<file path="src/rtl/mux_scan_ctrl.sv">
// mux_scan_ctrl: sequencing controller for an 8-to-1 bit mux.
// On start it walks sel over the enabled channels in ascending order.
// Each channel is held for SETTLE_CYCLES, then mux_out is sampled into result_data[sel].
// The finished word is offered over a valid/ready handshake.
// Optional feature macro: MUX_SCAN_PARITY_EN adds a registered result_parity output.
module mux_scan_ctrl #(
    parameter int SETTLE_CYCLES = 2    // legal range 1..255
) (
    input  logic       clk,
    input  logic       rst_n,
    input  logic       start,
    input  logic [7:0] chan_mask,
    input  logic       abort,
    input  logic       mux_out,
    output logic [2:0] sel,
    output logic       busy,
    output logic       result_valid,
    input  logic       result_ready,
    output logic [7:0] result_data,
`ifdef MUX_SCAN_PARITY_EN
    output logic [7:0] result_mask,
    output logic       result_parity
`else
    output logic [7:0] result_mask
`endif
);

    localparam int CW = $clog2(SETTLE_CYCLES + 1);
    localparam logic [CW-1:0] CNT_LAST = CW'(SETTLE_CYCLES - 1);

    localparam logic [1:0] S_IDLE   = 2'd0;
    localparam logic [1:0] S_SETTLE = 2'd1;
    localparam logic [1:0] S_SAMPLE = 2'd2;
    localparam logic [1:0] S_DONE   = 2'd3;

    logic [1:0]    state;
    logic [CW-1:0] cnt;
    logic [7:0]    pend_mask;
    logic [7:0]    sample_data;
    logic [7:0]    sample_mask;

    // Index of the lowest set bit; callers guarantee a non-zero mask.
    function automatic logic [2:0] lowest_bit(input logic [7:0] m);
        lowest_bit = 3'd0;
        for (int i = 7; i >= 0; i--) begin
            if (m[i]) lowest_bit = 3'(i);
        end
    endfunction

    // Result word and pending mask as they will look after this SAMPLE cycle.
    always_comb begin
        // NOTE: every combinational output gets a default first so no latch is inferred.
        sample_data      = result_data;
        sample_data[sel] = mux_out;
        sample_mask      = pend_mask & ~(8'd1 << sel);
    end

    // Scan state machine; all outputs are registered here.
    always_ff @(posedge clk or negedge rst_n) begin
        if (!rst_n) begin
            state         <= S_IDLE;
            cnt           <= '0;
            pend_mask     <= 8'd0;
            sel           <= 3'd0;
            busy          <= 1'b0;
            result_valid  <= 1'b0;
            result_data   <= 8'd0;
            result_mask   <= 8'd0;
`ifdef MUX_SCAN_PARITY_EN
            result_parity <= 1'b0;
`endif
        end else begin
            // NOTE: non-blocking assignments so every register sees pre-edge values.
            case (state)
                S_IDLE: begin
                    if (start && (chan_mask != 8'd0)) begin
                        pend_mask     <= chan_mask;
                        result_mask   <= chan_mask;
                        result_data   <= 8'd0;
`ifdef MUX_SCAN_PARITY_EN
                        result_parity <= 1'b0;
`endif
                        sel           <= lowest_bit(chan_mask);
                        cnt           <= '0;
                        busy          <= 1'b1;
                        state         <= S_SETTLE;
                    end
                end
                S_SETTLE: begin
                    if (abort) begin
                        state         <= S_IDLE;
                        busy          <= 1'b0;
                        pend_mask     <= 8'd0;
                        result_data   <= 8'd0;
`ifdef MUX_SCAN_PARITY_EN
                        result_parity <= 1'b0;
`endif
                    end else if (cnt == CNT_LAST) begin
                        state <= S_SAMPLE;
                    end else begin
                        cnt <= cnt + 1'b1;
                    end
                end
                S_SAMPLE: begin
                    // Abort wins over the sample write in the same cycle.
                    if (abort) begin
                        state         <= S_IDLE;
                        busy          <= 1'b0;
                        pend_mask     <= 8'd0;
                        result_data   <= 8'd0;
`ifdef MUX_SCAN_PARITY_EN
                        result_parity <= 1'b0;
`endif
                    end else begin
                        result_data   <= sample_data;
`ifdef MUX_SCAN_PARITY_EN
                        result_parity <= ^sample_data;
`endif
                        pend_mask     <= sample_mask;
                        if (sample_mask != 8'd0) begin
                            sel   <= lowest_bit(sample_mask);
                            cnt   <= '0;
                            state <= S_SETTLE;
                        end else begin
                            result_valid <= 1'b1;
                            state        <= S_DONE;
                        end
                    end
                end
                S_DONE: begin
                    if (result_ready) begin
                        result_valid <= 1'b0;
                        busy         <= 1'b0;
                        state        <= S_IDLE;
                    end
                end
                default: state <= S_IDLE;
            endcase
        end
    end

endmodule

</file>
<file path="config.mk">
export PLATFORM = sky130hd
export DESIGN_NAME = mux_scan_ctrl
export DESIGN_NICKNAME = d
export VERILOG_FILES = /design/src/rtl/mux_scan_ctrl.sv
export SDC_FILE = /design/constraint.sdc
export NUM_CORES = 1
export LEC_CHECK = 0
export CELL_PAD_IN_SITES_DETAIL_PLACEMENT = 2
export CELL_PAD_IN_SITES_GLOBAL_PLACEMENT = 2
export CORE_ASPECT_RATIO = 2
export CORE_MARGIN = 2
export CORE_UTILIZATION = 29
export CTS_CLUSTER_SIZE = 40
export DETAILED_ROUTE_END_ITERATION = 6
export PLACE_DENSITY_LB_ADDON = 0.3
export SLEW_MARGIN = 10
export SYNTH_ARGS = -nofsm -noshare
export SYNTH_HDL_FRONTEND = slang
export SYNTH_SLANG_ARGS = --single-unit
</file>
<file path="constraint.sdc">
create_clock -name clk -period 2.1 [get_ports clk]
set_clock_uncertainty 0.15 [all_clocks]
set_input_delay 0.525 -clock clk [delete_from_list [all_inputs] [get_ports clk]]
set_output_delay 0.525 -clock clk [all_outputs]
set_load 0.01 [all_outputs]
</file>
==> metrics.md, run 1 <==
| Metric | Value |
|---|---|
| Mux cell area share after synthesis | 6.86% |
| Sequential power share | 22.7% |
| Worst-skew pair later-pin latency | 0.29 ns |
| Mean Syn Cell Area | 9.43 µm² |
| Post-Synth Simple-Gate Area | 16.9% |
| Ys Warns | 0 |
| Power density cells | 1550 mW/mm² |
| Crit path time final | 2.23 ns |
| RSZ-0062 raised after global routing | true |
| DRC | 0 |
| Power, Total | 4780 µW |
| # fillers | 712 |
| Wire length per cell | 22.3 µm |
| Nets | 317 |
| Finished Core Util | 46.9% |
| Tightest Pin Transition | 0.586 ns |
| Largest net degree at the start of global routing | 34 |
| Power share of the clock group | 15.3% |
| Element type at the critical path start | register |
| Initial DRC Count | 95 |
| Clk pin slew, worst setup/hold paths | 0.05 ns |
| Max_slew headroom | 60.5% |
| Vias in the first global route | 2,231 |
| Crit-path max FO | 6 |
| Ports | 35 |
| CTS Root Cell | clkbuf_16 |
| Achievable clock frequency | 448 MHz |
| Routed WL | 8620 µm |
| Die X | 62.0 µm |
| Post-Synth Adder-Cell Area | 3.21% |
| Commonest non-fill, non-tap cell in the layout | buf_4 |
| Port Buffer Count | 34 |
| Initial antenna violation count | 0 |
| Failing checks | setup timing |
| Worst setup margin | -0.134 ns |
| Routed Antenna Nets | 0 |
| Worst VDD drop | 0.697 mV |
| Leakage | 0.00138 µW |
| RePlAce Congestion | 0.930 |
| Share of cells above drive strength 1 | 39.6% |
| Psw | 1990 µW |
| Die span in y | 120 µm |
| Status | finished with violations |
| Switching part of the total power | 41.7% |
| Rows | 42 |
| Num CTS Buffers | 5 |
| Post-Synthesis Cells | 207 |
| Net count after synthesis | 226 |
| Int Pwr | 2790 µW |
| Post-synthesis compound-gate area fraction | 24.6% |
| Worst Hold Margin | 0.344 ns |
| Synth Cell Area | 0.00195 mm² |
| GRT overflow | 0 |
| Pins Over Slew Limit | 0 |
| Final Cycle Share | 106% |
| Worst Path Arrival | 2.25 ns |
| Detailed Place HPWL | 5430 µm |
| Final Hold Fails | 0 |
| TritonCTS clock tree | built |
| Worst path cell trace | mux2_4, o32ai_2, buf_4, nand4_1, o21ai_1, o31ai_1, a22o_1 |
| CTS max path bufs | 2 |
| Min-Delay Path Class | register to register |
| Post-Synth XOR/XNOR Area | 0% |
| Final setup vio count | 4 |
| Setup crit end kind | register |
| Crit Path Category | register to register |
| Htree depth | 2 |
| Sequential fraction of the synthesis area | 42.3% |
| Die footprint | 0.00744 mm² |
| EDFF count, synth | 0 |
| Total GRT Usage | 23.6% |
| Largest family of logic cells by synthesized area | compound AO/OA/AOI/OAI gates |
| Global-route wire length before repair | 12,600 µm |
| Initial Util | 29.7% |
| Combinational power share | 62.0% |
| Clock Sinks | 33 |
| DP Worst Slack | -1.02 ns |
| Worst Path Required | 2.12 ns |
| Post-synthesis cell type count | 46 |
| Drt first pass iters | 4 |
| Synthesis-stage register bit count | 33 |
| Placed instance count | 367 |
| # diodes | 0 |
| Slowest Stage Delay on Critical Path | 0.46 ns |
| Core Area | 0.00657 mm² |
| Area grow syn2layout | 57.8% |
| Async S/R FF share, synth | 100% |
| Vias per cell | 5.40 |
| Most frequent cells in the layout | 54 x buf_4, 30 x dfrtp_1, 23 x clkdlybuf4s50_1 |
| Critical-path top delay cell | dfrtp_2 |
| Vias | 2,084 |
| Top FF cell, synth | dfrtp_1 |
| Post-route insts no fill | 386 |
| Max-cap viol count | 0 |
final timing paths:
path	depth (start not counted)	from	slack, ns	to
max	7	sel[0]	-0.13	result_valid
min	2	cnt[1]	0.34	cnt[1]
max reg2reg	7	sel[0]	-0.13	result_valid
min reg2reg	2	cnt[1]	0.34	cnt[1]
max in group asynchronous	2	rst_n	0.96	sel[2]
min in group asynchronous	2	rst_n	0.50	pend_mask[4]
cells by family (layout without fill, tap and decap cells):
family | after synthesis | in the layout
AO/OA/AOI/OAI | 74 | 74
adder cells (fa/ha/maj) | 5 | 5
flip-flops | 33 | 33
AND/OR/NAND/NOR | 64 | 65
buffers and inverters | 19 | 109
multiplexers | 12 | 12
timing repair:
action                     in CTS  in global routing
setup buffers                   7                  4
pin swaps                      12                 14
cloned                          1                  0
gates resized for setup        57                 21
hold buffers                    0                  0
setup endpoints to repair      36                 29
final cells by class:
class | count | area (µm²) | area share, %
Timing Repair Buffer | 92 | 769 | 25.0
Tap cell | 88 | 110 | 3.57
Sequential cell | 33 | 830 | 26.9
Inverter | 10 | 37.5 | 1.22
Multi-Input combinational cell | 156 | 1190 | 38.7
Clock buffer | 7 | 143 | 4.63
stage by stage:
stage / setup TNS (ns) / cell area, µm²
finish: -0.173 / 3080
detailed placement: -23.33 / 2680
global route: -1.36 / 3080
floorplan: -0.481 / 1960
CTS: -0.169 / 2990
global placement: -21.11 / 2680
state kept, by name, indices dropped and copies added, names as in the netlist:
register / count
state: 2
pend_mask: 8
result_data: 8
cnt: 2
busy: 1
result_valid: 1
result_mask: 8
sel: 3
layer usage:
metal	wire (µm)	vias up	track usage, %
met5	0	-	0
li1	-	941	-
met1	3090	1067	26.8
met4	410	0	8.78
met2	4900	50	42.0
met3	209	26	3.02
synthesized netlist by cell type (all sizes together), types with 2 or more instances:
| master | count | area share (%) |
|---|---|---|
| dfrtp | 33 | 42 |
| a31oi | 2 | 0.64 |
| nor3 | 6 | 1.5 |
| a32o | 2 | 1.1 |
| nor2b | 3 | 0.96 |
| nand2b | 7 | 2.2 |
| buf | 4 | 1.8 |
| inv | 10 | 1.9 |
| o21ai | 32 | 8.2 |
| o31ai | 5 | 2.6 |
| a21boi | 2 | 0.77 |
| nor2 | 20 | 4.0 |
| or3 | 2 | 0.90 |
| a22o | 8 | 3.7 |
| clkbuf | 5 | 2.4 |
| o32ai | 2 | 0.90 |
| o211ai | 2 | 0.77 |
| nand2 | 14 | 2.7 |
| nor4 | 2 | 0.64 |
| nand4 | 3 | 0.96 |
| mux2 | 11 | 6.3 |
| and2 | 2 | 0.77 |
| a21oi | 10 | 2.6 |
| o22ai | 4 | 1.3 |
| ha | 5 | 3.2 |
critical path: cells and delay by family (launching register included):
kind                   cells  cell delay (ns)
multiplexers               1             0.32
flip-flops                 1             0.46
AND/OR/NAND/NOR            1             0.21
buffers and inverters      1             0.18
AO/OA/AOI/OAI              4             0.78
power groups by stage:
stage          registers, µW  logic, µW  clock network [µW]
2_1_floorplan           1070       1180                   0
3_3_place_gp            1070       2180                   0
3_5_place_dp            1080       2250                   0
4_1_cts                 1070       2630                 741
5_1_grt                 1110       3150                 763
6_report                1080       2960                 732
(Power assumes the default switching activity.)
==> run 2, diff against run 1 <==
--- a/config.mk
+++ b/config.mk
@@ -5,6 +5,7 @@
 export SDC_FILE = /design/constraint.sdc
 export NUM_CORES = 1
 export LEC_CHECK = 0
+export ABC_AREA = 0
 export CELL_PAD_IN_SITES_DETAIL_PLACEMENT = 2
 export CELL_PAD_IN_SITES_GLOBAL_PLACEMENT = 2
 export CORE_ASPECT_RATIO = 2
==> results of run 2 <==
No change in the layout: final DEF, timing and power equal those of run 1.
==> run 3, diff against run 2 <==
--- a/config.mk
+++ b/config.mk
@@ -6,14 +6,14 @@
 export NUM_CORES = 1
 export LEC_CHECK = 0
 export ABC_AREA = 0
-export CELL_PAD_IN_SITES_DETAIL_PLACEMENT = 2
-export CELL_PAD_IN_SITES_GLOBAL_PLACEMENT = 2
+export CAP_MARGIN = 5
 export CORE_ASPECT_RATIO = 2
 export CORE_MARGIN = 2
-export CORE_UTILIZATION = 29
+export CORE_UTILIZATION = 47
 export CTS_CLUSTER_SIZE = 40
 export DETAILED_ROUTE_END_ITERATION = 6
 export PLACE_DENSITY_LB_ADDON = 0.3
+export REMOVE_ABC_BUFFERS = 1
 export SLEW_MARGIN = 10
 export SYNTH_ARGS = -nofsm -noshare
 export SYNTH_HDL_FRONTEND = slang
==> metrics.md, run 3 (synthesized netlist as in run 1, its figures left out) <==
| Metric | Value |
|---|---|
| Status | completed |
| GR Layer Usage met1 | 25.5% |
| Leakage | 0.00127 µW |
| Sum of buffers and inverters on the critical path | 1 |
| Die X | 49.6 µm |
| Clk pin slew, worst setup/hold paths | 0.06 ns |
| Crit-path max FO | 4 |
| Placed instance area | 0.00258 mm² |
| Post-CTS Hold Buffers | 0 |
| Clock Sinks | 33 |
| GR peak layer | met2 |
| GRT overflow | 0 |
| Vias in the first global route | 1,918 |
| Max-cap viol count | 0 |
| Worst Path Arrival | 2.12 ns |
| Wire length per cell | 17.5 µm |
| FF/Latch Area | 828 µm² |
| Share of cells above drive strength 1 | 32.5% |
| Routed WL | 5860 µm |
| Core Area | 0.00405 mm² |
| Delay-heaviest family, CP | simple AND/OR/NAND/NOR gates |
| Initial Util | 48.2% |
| Detailed Place HPWL | 4270 µm |
| Global-route wire length before repair | 8890 µm |
| Initial antenna violation count | 0 |
| CTS max path bufs | 2 |
| Largest net degree at the start of global routing | 34 |
| Power share of the clock group | 11.3% |
| Critical-path top delay cell | or4_4 |
| Switching part of the total power | 40.6% |
| Crit Path Category | primary input to register |
| CTS Root Cell | clkbuf_8 |
| Element type at the critical path start | primary input |
| Sequential power share | 27.1% |
| Vias per cell | 5.81 |
| Num CTS Buffers | 5 |
| Finished Cell Area | 0.00280 mm² |
| Int Pwr | 2310 µW |
| Final Cycle Share | 99.7% |
| Min-Delay Path Class | register to register |
| Setup tns final | 0 ns |
| Initial DRC Count | 58 |
| Commonest non-fill, non-tap cell in the layout | buf_4 |
| Tightest Pin Transition | 0.539 ns |
| Met3 usage | 3.29% |
| Setup crit end kind | register |
| DRC | 0 |
| Ports | 35 |
| Achievable clock frequency | 478 MHz |
| Multi-input gate area | 0.00111 mm² |
| RSZ-0062 raised after global routing | true |
| Die span in y | 95.1 µm |
| Vias | 1,945 |
| Die footprint | 0.00472 mm² |
| Combinational power share | 61.6% |
| Psw | 1580 µW |
| # diodes | 0 |
| Rows | 33 |
| TritonCTS clock tree | built |
| Area grow syn2layout | 43.6% |
| Port Buffer Count | 34 |
| Nets | 303 |
| Final Hold Fails | 0 |
| Final setup vio count | 0 |
| Routed Antenna Nets | 0 |
| Worst-skew pair later-pin latency | 0.28 ns |
| Worst Hold Margin | 0.345 ns |
| Worst Path Required | 2.12 ns |
| Crit path time final | 2.09 ns |
| Power density cells | 1390 mW/mm² |
| Total GRT Usage | 25.3% |
| Drt first pass iters | 4 |
| RePlAce Congestion | 0.927 |
| Biggest regs | pend_mask x8, result_data x8, result_mask x8 |
| Slowest Stage Delay on Critical Path | 0.56 ns |
| Power, Total | 3880 µW |
| # fillers | 356 |
| Pins Over Slew Limit | 0 |
| Max_slew headroom | 63.8% |
| Met2 usage | 46.1% |
| Htree depth | 2 |
| Worst VDD drop | 0.754 mV |
| Most frequent cells in the layout | 41 x buf_4, 31 x dfrtp_1, 23 x clkdlybuf4s50_1 |
| Worst path cell trace | buf_6, or4_4, o31ai_4, and2_4, or3_4, nor2_4, a32o_2 |
run 3: cell count changes in the layout (fill, tap and decap cells not counted), sizes merged:
cell	previous run	this run
clkdlybuf4s15	1	3
buf	62	48
nor3	7	6
clkbuf	8	5
clkinv	0	1
run 3: area by class of cell:
class / count / area share, %
flip-flops and latches: 33 / 29.6
multi-input cells: 155 / 39.5
well taps: 52 / 2.32
clock inverters: 1 / 0.179
inverters: 10 / 1.34
repair buffers: 79 / 24.7
clock buffers: 5 / 2.46
run 3: power by group through the flow:
| stage | Sequential [µW] | Combinational (µW) | Clock, µW |
|---|---|---|---|
| after global placement | 1050 | 2010 | 0 |
| after global routing | 1080 | 2570 | 469 |
| final | 1050 | 2390 | 440 |
| after floorplan | 1130 | 978 | 0 |
| after detailed placement | 1050 | 2050 | 0 |
| after CTS | 1040 | 2200 | 452 |
run 3: timing repair:
| action | CTS | global route |
|---|---|---|
| gates cloned | 0 | 0 |
| setup buffers | 2 | 5 |
| setup endpoints to repair | 34 | 29 |
| pin swaps | 8 | 12 |
| hold endpoints to repair | 0 | 0 |
| gates resized for setup | 35 | 26 |
run 3: path summary, 6_finish.rpt:
| check | from | end | slack, ns | cells after the start |
|---|---|---|---|---|
| min reg2reg | busy | busy | 0.34 | 1 |
| min | busy | busy | 0.34 | 1 |
| min in group asynchronous | rst_n | result_valid | 0.50 | 2 |
| max | chan_mask[7] | result_data[1] | 0.007 | 7 |
| max reg2reg | state[0] | sel[0] | 0.02 | 7 |
| max in group asynchronous | rst_n | sel[1] | 0.96 | 2 |
run 3: metal layers:
| layer | share of wire, % | routed length, µm |
|---|---|---|
| met4 | 4.9 | 287 |
| met5 | 0 | 0 |
| met2 | 56 | 3300 |
| met1 | 36 | 2140 |
| met3 | 2.3 | 137 |
run 3: through the flow:
step / worst slack [ns] / instances / utilization, %
floorplan: -0.151 / 198 / -
global placement: -0.935 / 323 / 63.8
detailed placement: -1.01 / 323 / 63.8
CTS: -0.0424 / 331 / 67.2
global route: -0.0868 / 335 / 69.3
finish: 0.00702 / 335 / 69.3
